`src/rtl/hub75_pkg.sv`:
```
// Shared types for the HUB75 binary-coded-modulation scan engine.
package hub75_pkg;

  typedef enum logic [2:0] {
    S_IDLE,
    S_FETCH,
    S_SHIFT,
    S_BLANK1,
    S_LATCH,
    S_BLANK2,
    S_DISPLAY
  } state_t;

  // Channel positions inside both the RAM word and hub_rgb: {R2,G2,B2,R1,G1,B1}
  localparam int unsigned NUM_CH = 6;
  localparam int unsigned CH_B1  = 0;
  localparam int unsigned CH_G1  = 1;
  localparam int unsigned CH_R1  = 2;
  localparam int unsigned CH_B2  = 3;
  localparam int unsigned CH_G2  = 4;
  localparam int unsigned CH_R2  = 5;

endpackage

```
`src/rtl/hub75_plane_timer.sv`:
```
// On-time counter for one bit plane: loads brightness<<plane, counts down while lit.
module hub75_plane_timer #(
  parameter int unsigned DEPTH = 5,
  parameter int unsigned PBITS = 3
) (
  input  logic             clk,
  input  logic             resetn,
  input  logic             load,
  input  logic             run,
  input  logic [7:0]       bright,
  input  logic [PBITS-1:0] plane,
  output logic             zero,
  output logic             last
);

  localparam int unsigned TW = 8 + DEPTH - 1;

  logic [TW-1:0] cnt;

  always_ff @(posedge clk or negedge resetn) begin
    if (!resetn) begin
      cnt <= '0;
    end else if (load) begin
      cnt <= TW'(bright) << plane;
    end else if (run && (cnt != '0)) begin
      cnt <= cnt - TW'(1);
    end
  end

  assign zero = (cnt == '0);
  assign last = (cnt == TW'(1));

endmodule

```
`src/rtl/hub75_bcm_scan.sv`:
```
// HUB75/HUB75E scan engine: fetches pixel words, shifts one bit plane per pass,
// latches the row and lights it for brightness<<plane cycles.
module hub75_bcm_scan
  import hub75_pkg::*;
#(
  parameter int unsigned COLS     = 64,
  parameter int unsigned ROW_BITS = 5,
  parameter int unsigned DEPTH    = 5,
  parameter int unsigned BLANK    = 2,
  parameter int unsigned CBITS    = $clog2(COLS)
) (
  input  logic                      clk,
  input  logic                      resetn,
  input  logic                      enable,
  input  logic [7:0]                brightness,
  output logic                      ram_rd,
  output logic [ROW_BITS+CBITS-1:0] ram_addr,
  input  logic [6*DEPTH-1:0]        ram_rdata,
  output logic [5:0]                hub_rgb,
  output logic [ROW_BITS-1:0]       hub_row,
  output logic                      hub_ck,
  output logic                      hub_st,
  output logic                      hub_oe,
  output logic                      frame_start
);

  localparam int unsigned PBITS = (DEPTH > 1) ? $clog2(DEPTH) : 1;
  localparam int unsigned BBITS = $clog2(BLANK + 1);
  localparam int unsigned AW    = ROW_BITS + CBITS;

  state_t              state, state_n;
  logic [ROW_BITS-1:0] row, row_n;
  logic [PBITS-1:0]    plane, plane_n;
  logic [CBITS-1:0]    col, col_n;
  logic                ph, ph_n;
  logic [BBITS-1:0]    bcnt, bcnt_n;
  logic [7:0]          bright_q;
  logic                rd_q;
  logic                start, adv;
  logic                tmr_load, tmr_run, tmr_zero, tmr_last;
  logic                rd_n, ck_n, st_n, oe_n;
  logic [AW-1:0]       addr_n;
  logic [DEPTH-1:0]    ch_bits [NUM_CH];
  logic [5:0]          rgb_n;

  hub75_plane_timer #(
    .DEPTH (DEPTH),
    .PBITS (PBITS)
  ) u_timer (
    .clk    (clk),
    .resetn (resetn),
    .load   (tmr_load),
    .run    (tmr_run),
    .bright (bright_q),
    .plane  (plane),
    .zero   (tmr_zero),
    .last   (tmr_last)
  );

  assign ch_bits[CH_B1] = ram_rdata[CH_B1*DEPTH +: DEPTH];
  assign ch_bits[CH_G1] = ram_rdata[CH_G1*DEPTH +: DEPTH];
  assign ch_bits[CH_R1] = ram_rdata[CH_R1*DEPTH +: DEPTH];
  assign ch_bits[CH_B2] = ram_rdata[CH_B2*DEPTH +: DEPTH];
  assign ch_bits[CH_G2] = ram_rdata[CH_G2*DEPTH +: DEPTH];
  assign ch_bits[CH_R2] = ram_rdata[CH_R2*DEPTH +: DEPTH];

  always_comb begin
    rgb_n = '0;
    for (int unsigned ch = 0; ch < NUM_CH; ch++) begin
      rgb_n[ch] = ch_bits[ch][plane];
    end
  end

  always_comb begin
    state_n  = state;
    row_n    = row;
    plane_n  = plane;
    col_n    = col;
    ph_n     = ph;
    bcnt_n   = bcnt;
    start    = 1'b0;
    adv      = 1'b0;
    tmr_load = 1'b0;
    tmr_run  = 1'b0;

    unique case (state)
      S_IDLE: begin
        if (enable) begin
          state_n = S_FETCH;
          ph_n    = 1'b0;
          start   = 1'b1;
        end
      end
      S_FETCH: begin
        if (!ph) begin
          ph_n = 1'b1;
        end else begin
          state_n = S_SHIFT;
          ph_n    = 1'b0;
          col_n   = '0;
        end
      end
      S_SHIFT: begin
        if (!ph) begin
          ph_n = 1'b1;
        end else begin
          ph_n = 1'b0;
          if (col == CBITS'(COLS - 1)) begin
            state_n = S_BLANK1;
            bcnt_n  = '0;
          end else begin
            col_n = col + CBITS'(1);
          end
        end
      end
      S_BLANK1: begin
        if (bcnt == BBITS'(BLANK - 1)) begin
          state_n = S_LATCH;
        end else begin
          bcnt_n = bcnt + BBITS'(1);
        end
      end
      S_LATCH: begin
        state_n  = S_BLANK2;
        bcnt_n   = '0;
        tmr_load = 1'b1;
      end
      S_BLANK2: begin
        if (bcnt == BBITS'(BLANK - 1)) begin
          if (tmr_zero) adv = 1'b1;
          else          state_n = S_DISPLAY;
        end else begin
          bcnt_n = bcnt + BBITS'(1);
        end
      end
      S_DISPLAY: begin
        tmr_run = 1'b1;
        if (tmr_last) adv = 1'b1;
      end
      default: state_n = S_IDLE;
    endcase

    if (adv) begin
      state_n = S_FETCH;
      ph_n    = 1'b0;
      if (plane == PBITS'(DEPTH - 1)) begin
        plane_n = '0;
        row_n   = row + ROW_BITS'(1);
        if (row == '1) state_n = S_IDLE;
      end else begin
        plane_n = plane + PBITS'(1);
      end
    end
  end

  // Outputs are registered from the next-state view so each pin is valid for
  // the whole cycle of the state it belongs to.
  always_comb begin
    rd_n   = ((state_n == S_FETCH) && !ph_n) ||
             ((state_n == S_SHIFT) && !ph_n && (col_n != CBITS'(COLS - 1)));
    addr_n = (state_n == S_FETCH) ? {row_n, CBITS'(0)} : {row_n, col_n + CBITS'(1)};
    ck_n   = (state_n == S_SHIFT) && ph_n;
    st_n   = (state_n == S_LATCH);
    oe_n   = (state_n != S_DISPLAY);
  end

  always_ff @(posedge clk or negedge resetn) begin
    if (!resetn) begin
      state       <= S_IDLE;
      row         <= '0;
      plane       <= '0;
      col         <= '0;
      ph          <= 1'b0;
      bcnt        <= '0;
      bright_q    <= '0;
      rd_q        <= 1'b0;
      ram_rd      <= 1'b0;
      ram_addr    <= '0;
      hub_rgb     <= '0;
      hub_row     <= '0;
      hub_ck      <= 1'b0;
      hub_st      <= 1'b0;
      hub_oe      <= 1'b1;
      frame_start <= 1'b0;
    end else begin
      state       <= state_n;
      row         <= row_n;
      plane       <= plane_n;
      col         <= col_n;
      ph          <= ph_n;
      bcnt        <= bcnt_n;
      rd_q        <= ram_rd;
      ram_rd      <= rd_n;
      hub_ck      <= ck_n;
      hub_st      <= st_n;
      hub_oe      <= oe_n;
      frame_start <= start;
      if (start)               bright_q <= brightness;
      if (rd_n)                ram_addr <= addr_n;
      if (rd_q)                hub_rgb  <= rgb_n;
      if (state_n == S_LATCH)  hub_row  <= row_n;
    end
  end

endmodule
```
`config.mk`:
```
export PLATFORM = sky130hd
export DESIGN_NAME = hub75_bcm_scan
export DESIGN_NICKNAME = d
export VERILOG_FILES = /design/src/rtl/hub75_pkg.sv /design/src/rtl/hub75_plane_timer.sv /design/src/rtl/hub75_bcm_scan.sv
export SDC_FILE = /design/constraint.sdc
export NUM_CORES = 1
export LEC_CHECK = 0
export CAP_MARGIN = 20
export CORE_ASPECT_RATIO = 0.6
export CORE_MARGIN = 1
export CORE_UTILIZATION = 48
export CTS_CLUSTER_DIAMETER = 40
export DETAILED_ROUTE_END_ITERATION = 12
export GPL_TIMING_DRIVEN = 0
export PLACE_DENSITY = 0.77
export RECOVER_POWER = 25
export SLEW_MARGIN = 20
export SYNTH_ARGS = -nofsm -noshare
export SYNTH_HDL_FRONTEND = slang
export SYNTH_SLANG_ARGS = --single-unit
```
`constraint.sdc`:
```
create_clock -name clk -period 2.4 [get_ports clk]
set_input_delay 0.48 -clock clk [delete_from_list [all_inputs] [get_ports clk]]
set_output_delay 0.48 -clock clk [all_outputs]
set_load 0.005 [all_outputs]
```
* Word-level counts from Yosys, hierarchy flattened
Index checks and enable logic that the tools add are counted.
** Word-level totals
- Flip-flop bits (word level) :: 68
- Output and inout port bits :: 27
- Word-level logic and storage cells :: 108
** Cells by class
- Add/sub/neg operators :: 6
- Order comparisons :: 1
- Eq/ne operators :: 19
- Shift operators :: 1
- Multiplexer cells :: 49
- Reduce and logical (&&, ||, !) cells :: 15
** Operators with widths (count)
- $mux 3 :: 9
- $mux 12 :: 2
- $mux 6 :: 4
- $pmux 3 s7 :: 1
- $bmux 1 s3 :: 6
- $mux 1 :: 18
- $eq 3x3->1 const B :: 5
- $add 6x1->6 const B :: 2
- $eq 12x1->1 const B :: 1
- $logic_not 12->1 :: 1
- $pmux 6 s2 :: 1
- $reduce_bool 12->1 :: 1
- $shl 8x3->12 :: 1
- $sub 12x1->12 const B :: 1
- $mux 5 :: 2
- $eq 3x2->1 const B :: 3
- $eq 3x1->1 const B :: 2
- $eq 6x6->1 const B :: 1
- $mux 2 :: 3
- $ne 2x2->1 const B :: 3
- $ne 6x6->1 const B :: 1
- $pmux 2 s3 :: 1
- $add 5x1->5 const B :: 1
- $eq 5x5->1 const B :: 1
- other kinds (14) :: 20

* Longest topological paths before layout
- Depth after elaboration :: 9
- Gate-level depth with buffers :: 12
- Depth with buffers taken out :: 11

* Cells and area by module
A second synthesis with hierarchy kept.
** Second synthesis, totals
- Cell total of the unflattened synthesis :: 386
- Area, all modules :: 4113.9 um^2
** Modules (own cells, without submodules)
- hub75_bcm_scan :: instances 1, cells each 260, area each 3001.6 um^2, seq. area each 1402.6 um^2
- hub75_plane_timer :: instances 1, cells each 126, area each 1112.3 um^2, seq. area each 300.3 um^2

* Worst setup path after synthesis
Ideal clock, no wire load.
- Path kind :: register to register
- Start point :: register col[1]
- End point :: register ram_addr[7]
- Arrival :: 2.534 ns
- Data required time :: 2.275 ns
- Setup slack :: -0.259 ns
- Cell stages (with the launch flop) :: 13
- Buffers on the path :: 1
- Cell sequence :: dfrtp_1 > ha_1 > and3_1 > nand2_1 > o21ai_0 > a22oi_1 > o21ai_0 > ha_1 > nand2_1 > a2111o_1 > a21oi_2 > buf_6 > mux2_4
** RTL lines
- start: declaration :: line hub75_bcm_scan.sv:34 : logic [CBITS-1:0] col, col_n;
- start signal: assignment :: line hub75_bcm_scan.sv:189 : col <= col_n;
- $add 6x1->6 or $eq 6x6->1 (tied branches) :: line hub75_bcm_scan.sv:112, hub75_bcm_scan.sv:108
- $mux 6 :: line hub75_bcm_scan.sv:108 : if (col == CBITS'(COLS - 1)) begin
- $mux 6 :: line hub75_bcm_scan.sv:104 : if (!ph) begin
- $pmux 6 s2 * :: line hub75_bcm_scan.sv:86 : unique case (state)
- named net col_n[1] :: line hub75_bcm_scan.sv:34
- $ne 6x6->1 * :: line hub75_bcm_scan.sv:160 : ((state_n == S_SHIFT) && !ph_n && (col_n != CBITS'(COLS - 1)));
- $logic_and 1x1->1 * :: line hub75_bcm_scan.sv:160
- $logic_or 1x1->1 * :: line hub75_bcm_scan.sv:159 : rd_n = ((state_n == S_FETCH) && !ph_n) ||
- end signal: assignment :: line hub75_bcm_scan.sv:199 : if (rd_n) ram_addr <= addr_n;
- end: declaration :: line hub75_bcm_scan.sv:17 : output logic [ROW_BITS+CBITS-1:0] ram_addr,
The timed path passes the listed nets; every way through them passes the cells marked *.
A chain may end at the register's enable or synchronous reset.

* Worst setup path after layout
- Start point :: register state[1]
- End point :: register ram_addr[10]
** RTL lines
- start: declaration :: line hub75_bcm_scan.sv:31 : state_t state, state_n;
- start signal: assignment :: line hub75_bcm_scan.sv:186 : state <= state_n;
- $eq 3x2->1 or $eq 3x1->1 (tied branches) :: line hub75_bcm_scan.sv:86
- $pmux 6 s2 * :: line hub75_bcm_scan.sv:86
- named net col_n[1] :: line hub75_bcm_scan.sv:34
- $ne 6x6->1 * :: line hub75_bcm_scan.sv:160
- $logic_and 1x1->1 * :: line hub75_bcm_scan.sv:160
- $logic_or 1x1->1 * :: line hub75_bcm_scan.sv:159
Marks and branches as above.

==> impl_results.html <==
<table>
<tr><th>Metric</th><th>Value</th></tr>
<tr><th colspan="2">Outcome</th></tr>
<tr><td>Outcome</td><td>finished with violations</td></tr>
<tr><td>Violations in the final reports</td><td>max-capacitance violations, max-slew violations, negative setup slack</td></tr>
<tr><th colspan="2">Yosys</th></tr>
<tr><td>Post-Syn Area</td><td>3950 um2</td></tr>
<tr><td>Most used DFF post-synth</td><td>sky130_fd_sc_hd__dfrtp_1</td></tr>
<tr><td>Share of the synthesized area in the top cell type</td><td>between 40% and 50%</td></tr>
<tr><td>Number of cells produced by synthesis</td><td>around 400</td></tr>
<tr><td>Post-synth net total</td><td>447</td></tr>
<tr><td>Per-instance average area after synthesis</td><td>9.98 um2</td></tr>
<tr><td>Area contributors post-synth</td><td>sky130_fd_sc_hd__dfrtp_1 42%, sky130_fd_sc_hd__mux2i_1 4.3%, sky130_fd_sc_hd__mux2_2 4.0%, sky130_fd_sc_hd__nand2_1 3.9%, sky130_fd_sc_hd__o21ai_0 3.8%</td></tr>
<tr><td>Sequential-to-total area share from yosys stat</td><td>43.1%</td></tr>
<tr><td>Number of enable flip-flop cells after synthesis</td><td>0</td></tr>
<tr><td>Warnings, synthesis</td><td>0</td></tr>
<tr><td>Top cell type by total area after synthesis</td><td>sky130_fd_sc_hd__dfrtp_1</td></tr>
<tr><td>Number of synthesized register bits</td><td>68</td></tr>
<tr><td>Post-synthesis async set-or-reset flop share</td><td>100%</td></tr>
<tr><td>Unique cell type count in the Yosys netlist</td><td>66</td></tr>
<tr><th colspan="2">Detailed routing</th></tr>
<tr><td>Count of TritonRoute iterations in the first routing pass</td><td>5</td></tr>
<tr><td>Number of vias after detailed routing</td><td>approximately 3500</td></tr>
<tr><td>Routed Wire Length</td><td>11400 um</td></tr>
<tr><td>Final antenna-violating net count</td><td>0</td></tr>
<tr><td>Number of design rule violations left after detail routing</td><td>0</td></tr>
<tr><td>Mean routed wirelength per cell</td><td>roughly 19 um</td></tr>
<tr><td>Via/cell ratio</td><td>approximately 5.7</td></tr>
<tr><td>Number of violations reported at the end of detailed-routing iteration 0</td><td>around 260</td></tr>
<tr><th colspan="2">Worst setup path</th></tr>
<tr><td>Crit path from</td><td>state[1]</td></tr>
<tr><td>Depth of the worst register-to-register path</td><td>11</td></tr>
<tr><td>Category of the critical setup timing path</td><td>flop to flop</td></tr>
<tr><td>Endpoint class of the critical path</td><td>flop</td></tr>
<tr><td>Maximum net fanout on the critical path</td><td>10</td></tr>
<tr><td>Critical Path Source Type</td><td>flop</td></tr>
<tr><td>Crit path required time</td><td>approximately 2600 ps</td></tr>
<tr><td>Setup slack, reg-to-reg</td><td>-230 ps</td></tr>
<tr><td>Critical path arrival</td><td>2850 ps</td></tr>
<tr><td>Launch instance of the worst register-to-register path</td><td>state[1]</td></tr>
<tr><td>Crit Reg-Reg Endpoint</td><td>ram_addr[10]</td></tr>
<tr><th colspan="2">Final layout</th></tr>
<tr><td>Net total in the final layout</td><td>between 500 and 600</td></tr>
<tr><td>Finished Cell Area</td><td>~5500 um2</td></tr>
<tr><td>Most common library cell in the layout ignoring fill and taps</td><td>sky130_fd_sc_hd__clkdlybuf4s50_1</td></tr>
<tr><td>Number of cells in the finished layout apart from fillers</td><td>slightly above 600</td></tr>
<tr><td>Core utilization of the finished layout</td><td>69.9%</td></tr>
<tr><td>Share of final-layout standard cells stronger than drive strength 1</td><td>roughly a quarter</td></tr>
<tr><td>Filler instances</td><td>545</td></tr>
<tr><td>Post-synthesis to final-layout area growth</td><td>39.9%</td></tr>
<tr><td>Commonest cells after routing, fill and taps aside</td><td>66 x sky130_fd_sc_hd__clkdlybuf4s50_1, 62 x sky130_fd_sc_hd__dfrtp_1, 40 x sky130_fd_sc_hd__nand2_1</td></tr>
<tr><td>Number of inserted diodes</td><td>0</td></tr>
<tr><th colspan="2">Power</th></tr>
<tr><td>Peak supply drop</td><td>0.353 mV</td></tr>
<tr><td>Power density over cell area</td><td>between 400 and 500 nW/um2</td></tr>
<tr><td>Leakage power figure</td><td>approximately 2.4 nW</td></tr>
<tr><th colspan="2">Clocking</th></tr>
<tr><td>Root Buffer</td><td>sky130_fd_sc_hd__clkbuf_16</td></tr>
<tr><td>CTS HTree Levels</td><td>3</td></tr>
<tr><td>Clock latency reported for the late side of the worst-skew pair</td><td>330 ps</td></tr>
<tr><td>Count of hold-fix buffers inserted at cts</td><td>0</td></tr>
<tr><td>Clock tree from TritonCTS</td><td>done</td></tr>
<tr><td>Clock-pin slew reported for the worst setup and hold paths after clock tree synthesis</td><td>60 ps</td></tr>
<tr><td>Clock buffers created by TritonCTS</td><td>9</td></tr>
<tr><td>Clock sink count</td><td>between 60 and 70</td></tr>
<tr><td>Number of buffers on the longest clock path</td><td>2</td></tr>
<tr><th colspan="2">Placement</th></tr>
<tr><td>Sum of net half-perimeters after detailed placement</td><td>7580 um</td></tr>
<tr><td>Cell area after placement</td><td>4790 um2</td></tr>
<tr><td>Cell total after placement</td><td>about 570</td></tr>
<tr><td>GP Congestion</td><td>0.941</td></tr>
<tr><td>Post-placement setup slack</td><td>-540 ps</td></tr>
<tr><td>Number of buffer cells added on primary ports</td><td>67</td></tr>
<tr><th colspan="2">Timing</th></tr>
<tr><td>Worst Max-Slew Pin Slew</td><td>1730 ps</td></tr>
<tr><td>Final cycle utilization of the critical path</td><td>109%</td></tr>
<tr><td>Maximum clock frequency</td><td>around 380 MHz</td></tr>
<tr><td>Final-report hold violation count</td><td>0</td></tr>
<tr><td>Unrepaired setup endpoints after global routing</td><td>true</td></tr>
<tr><td>Max-slew headroom</td><td>-15.3%</td></tr>
<tr><td>Max-slew violation count</td><td>32</td></tr>
<tr><td>Max Clock Skew</td><td>around 5.5 ps</td></tr>
<tr><td>Minimum clock period</td><td>2630 ps</td></tr>
<tr><td>Crit path setup slack, layout</td><td>-227 ps</td></tr>
<tr><td>Final count of negative-setup-slack endpoints</td><td>12</td></tr>
<tr><th colspan="2">Global routing</th></tr>
<tr><td>GRT overflow</td><td>0</td></tr>
<tr><td>Via count of the first global-routing pass</td><td>roughly 3400</td></tr>
<tr><td>Antenna violations before repair</td><td>0</td></tr>
<tr><td>Global-route wire length before repair</td><td>~18000 um</td></tr>
<tr><td>Overall fraction of global-route tracks in use</td><td>27.3%</td></tr>
<tr><td>Largest net degree at the start of global routing</td><td>39</td></tr>
<tr><th colspan="2">Floorplanning</th></tr>
<tr><td>Number of placement rows</td><td>25</td></tr>
<tr><td>Initial Util</td><td>roughly half</td></tr>
<tr><td>Horizontal die dimension</td><td>119 um</td></tr>
<tr><td>Die ar.</td><td>approximately 8600 um2</td></tr>
<tr><td>Area of the core</td><td>approximately 8000 um2</td></tr>
<tr><td># IOs</td><td>68</td></tr>
<tr><td>Chip Height</td><td>~72 um</td></tr>
<tr><th colspan="2">Job</th></tr>
<tr><td>Number of violations of the max-capacitance limit</td><td>1</td></tr>
<tr><th colspan="2">Min path</th></tr>
<tr><td>Hold Path Class</td><td>flop to flop</td></tr>
<tr><td>Min-Delay Path Depth</td><td>0</td></tr>
<tr><td>Launch instance of the worst min-delay path</td><td>ram_rd</td></tr>
<tr><td>Worst Hold Endpoint</td><td>rd_q</td></tr>
</table>
[power breakdown]
group | total, mW | internal [mW] | switching (mW)
clock network | 1.37 | 0.862 | 0.510
logic | 0.116 | 0.0754 | 0.0402
registers | 1.15 | 1.15 | 0.00289
total | 2.64 | 2.09 | 0.553
[sequential cells by signal, indices dropped and copies added, names as in the netlist]
name,cells
row,5
ram_addr,11
u_timer.cnt,12
hub_row,5
hub_rgb,6
rd_q,1
hub_oe,1
hub_st,1
hub_ck,1
bcnt,2
frame_start,1
col,6
state,3
bright_q,8
ram_rd,1
ph,1
plane,3
[metal layers]
layer	up-vias	track usage, %	part of all wire, %
li1	1641	-	-
met1	1667	41.1	49
met2	155	37.1	42
met3	15	8.73	7.8
met4	0	8.16	1.1
met5	-	0	0
[cell usage after synthesis (all sizes together), types with 8 or more instances]
master / n
nor2: 26
clkbuf: 11
nor3: 8
a21oi: 10
nand3: 14
ha: 10
inv: 21
mux2: 15
mux2i: 17
nand2: 41
dfrtp: 67
buf: 9
xnor2: 10
and3: 9
o21ai: 31
xor2: 8
[worst max-delay path by stage]
stage | endpoint | slack [ps] | cells after the start
final | ram_addr[10] | -230 | 11
after global routing | ram_addr[6] | -300 | 12
after CTS | ram_addr[10] | -150 | 10
after detailed placement | ram_addr[7] | -540 | 12
after global placement | ram_rd | -1590 | 1
after floorplan | ram_addr[7] | -160 | 12
[critical path, stage by stage, from the launching register on]
cell and delay (ps):
sky130_fd_sc_hd__dfrtp_1 390, sky130_fd_sc_hd__buf_6 160, sky130_fd_sc_hd__buf_6 160, sky130_fd_sc_hd__and4b_1 250
sky130_fd_sc_hd__a22oi_2 70, sky130_fd_sc_hd__o21ai_2 200, sky130_fd_sc_hd__ha_2 240, sky130_fd_sc_hd__nand2_1 60
sky130_fd_sc_hd__a2111o_1 330, sky130_fd_sc_hd__a21oi_2 200, sky130_fd_sc_hd__buf_4 160, sky130_fd_sc_hd__mux2_4 290
[cells by family after synthesis]
kind of cell,count (synthesis),share of synthesized area [%]
DFF,68,43.1
adders and majority gates,10,3.17
and+or+nand+nor,134,17.9
xor gates and xnor gates,18,3.99
buffers and inverters,43,4.72
muxes,38,12.1
AOI/OAI and AO/OA,85,15.1
[area by class of cell]
| class | count | area (um2) | share of cell area [%] |
|---|---|---|---|
| multi-input combinational | 285 | 2280 | 41.2 |
| sequential | 68 | 1710 | 30.9 |
| timing repair buffer | 94 | 903 | 16.3 |
| clock buffer | 11 | 253 | 4.57 |
| tap | 108 | 135 | 2.44 |
| buffer | 17 | 108 | 1.95 |
| inverter | 23 | 86.3 | 1.56 |
| clock inverter | 5 | 58.8 | 1.06 |
[through the flow]
stage	setup TNS [ps]	hold WS (ps)	power [mW]
finish	-2350	373	2.64
CTS	-973	97.5	2.67
detailed placement	-7600	361	1.30
global placement	-112390	364	1.29
global route	-5790	398	2.72
floorplan	-286	184	1.19
[repair_timing]
item,in CTS,in global routing
setup endpoints to repair,37,31
gates resized for setup,43,15
pin swaps,12,5
buffers inserted,21,5
(Power assumes the default switching activity.)
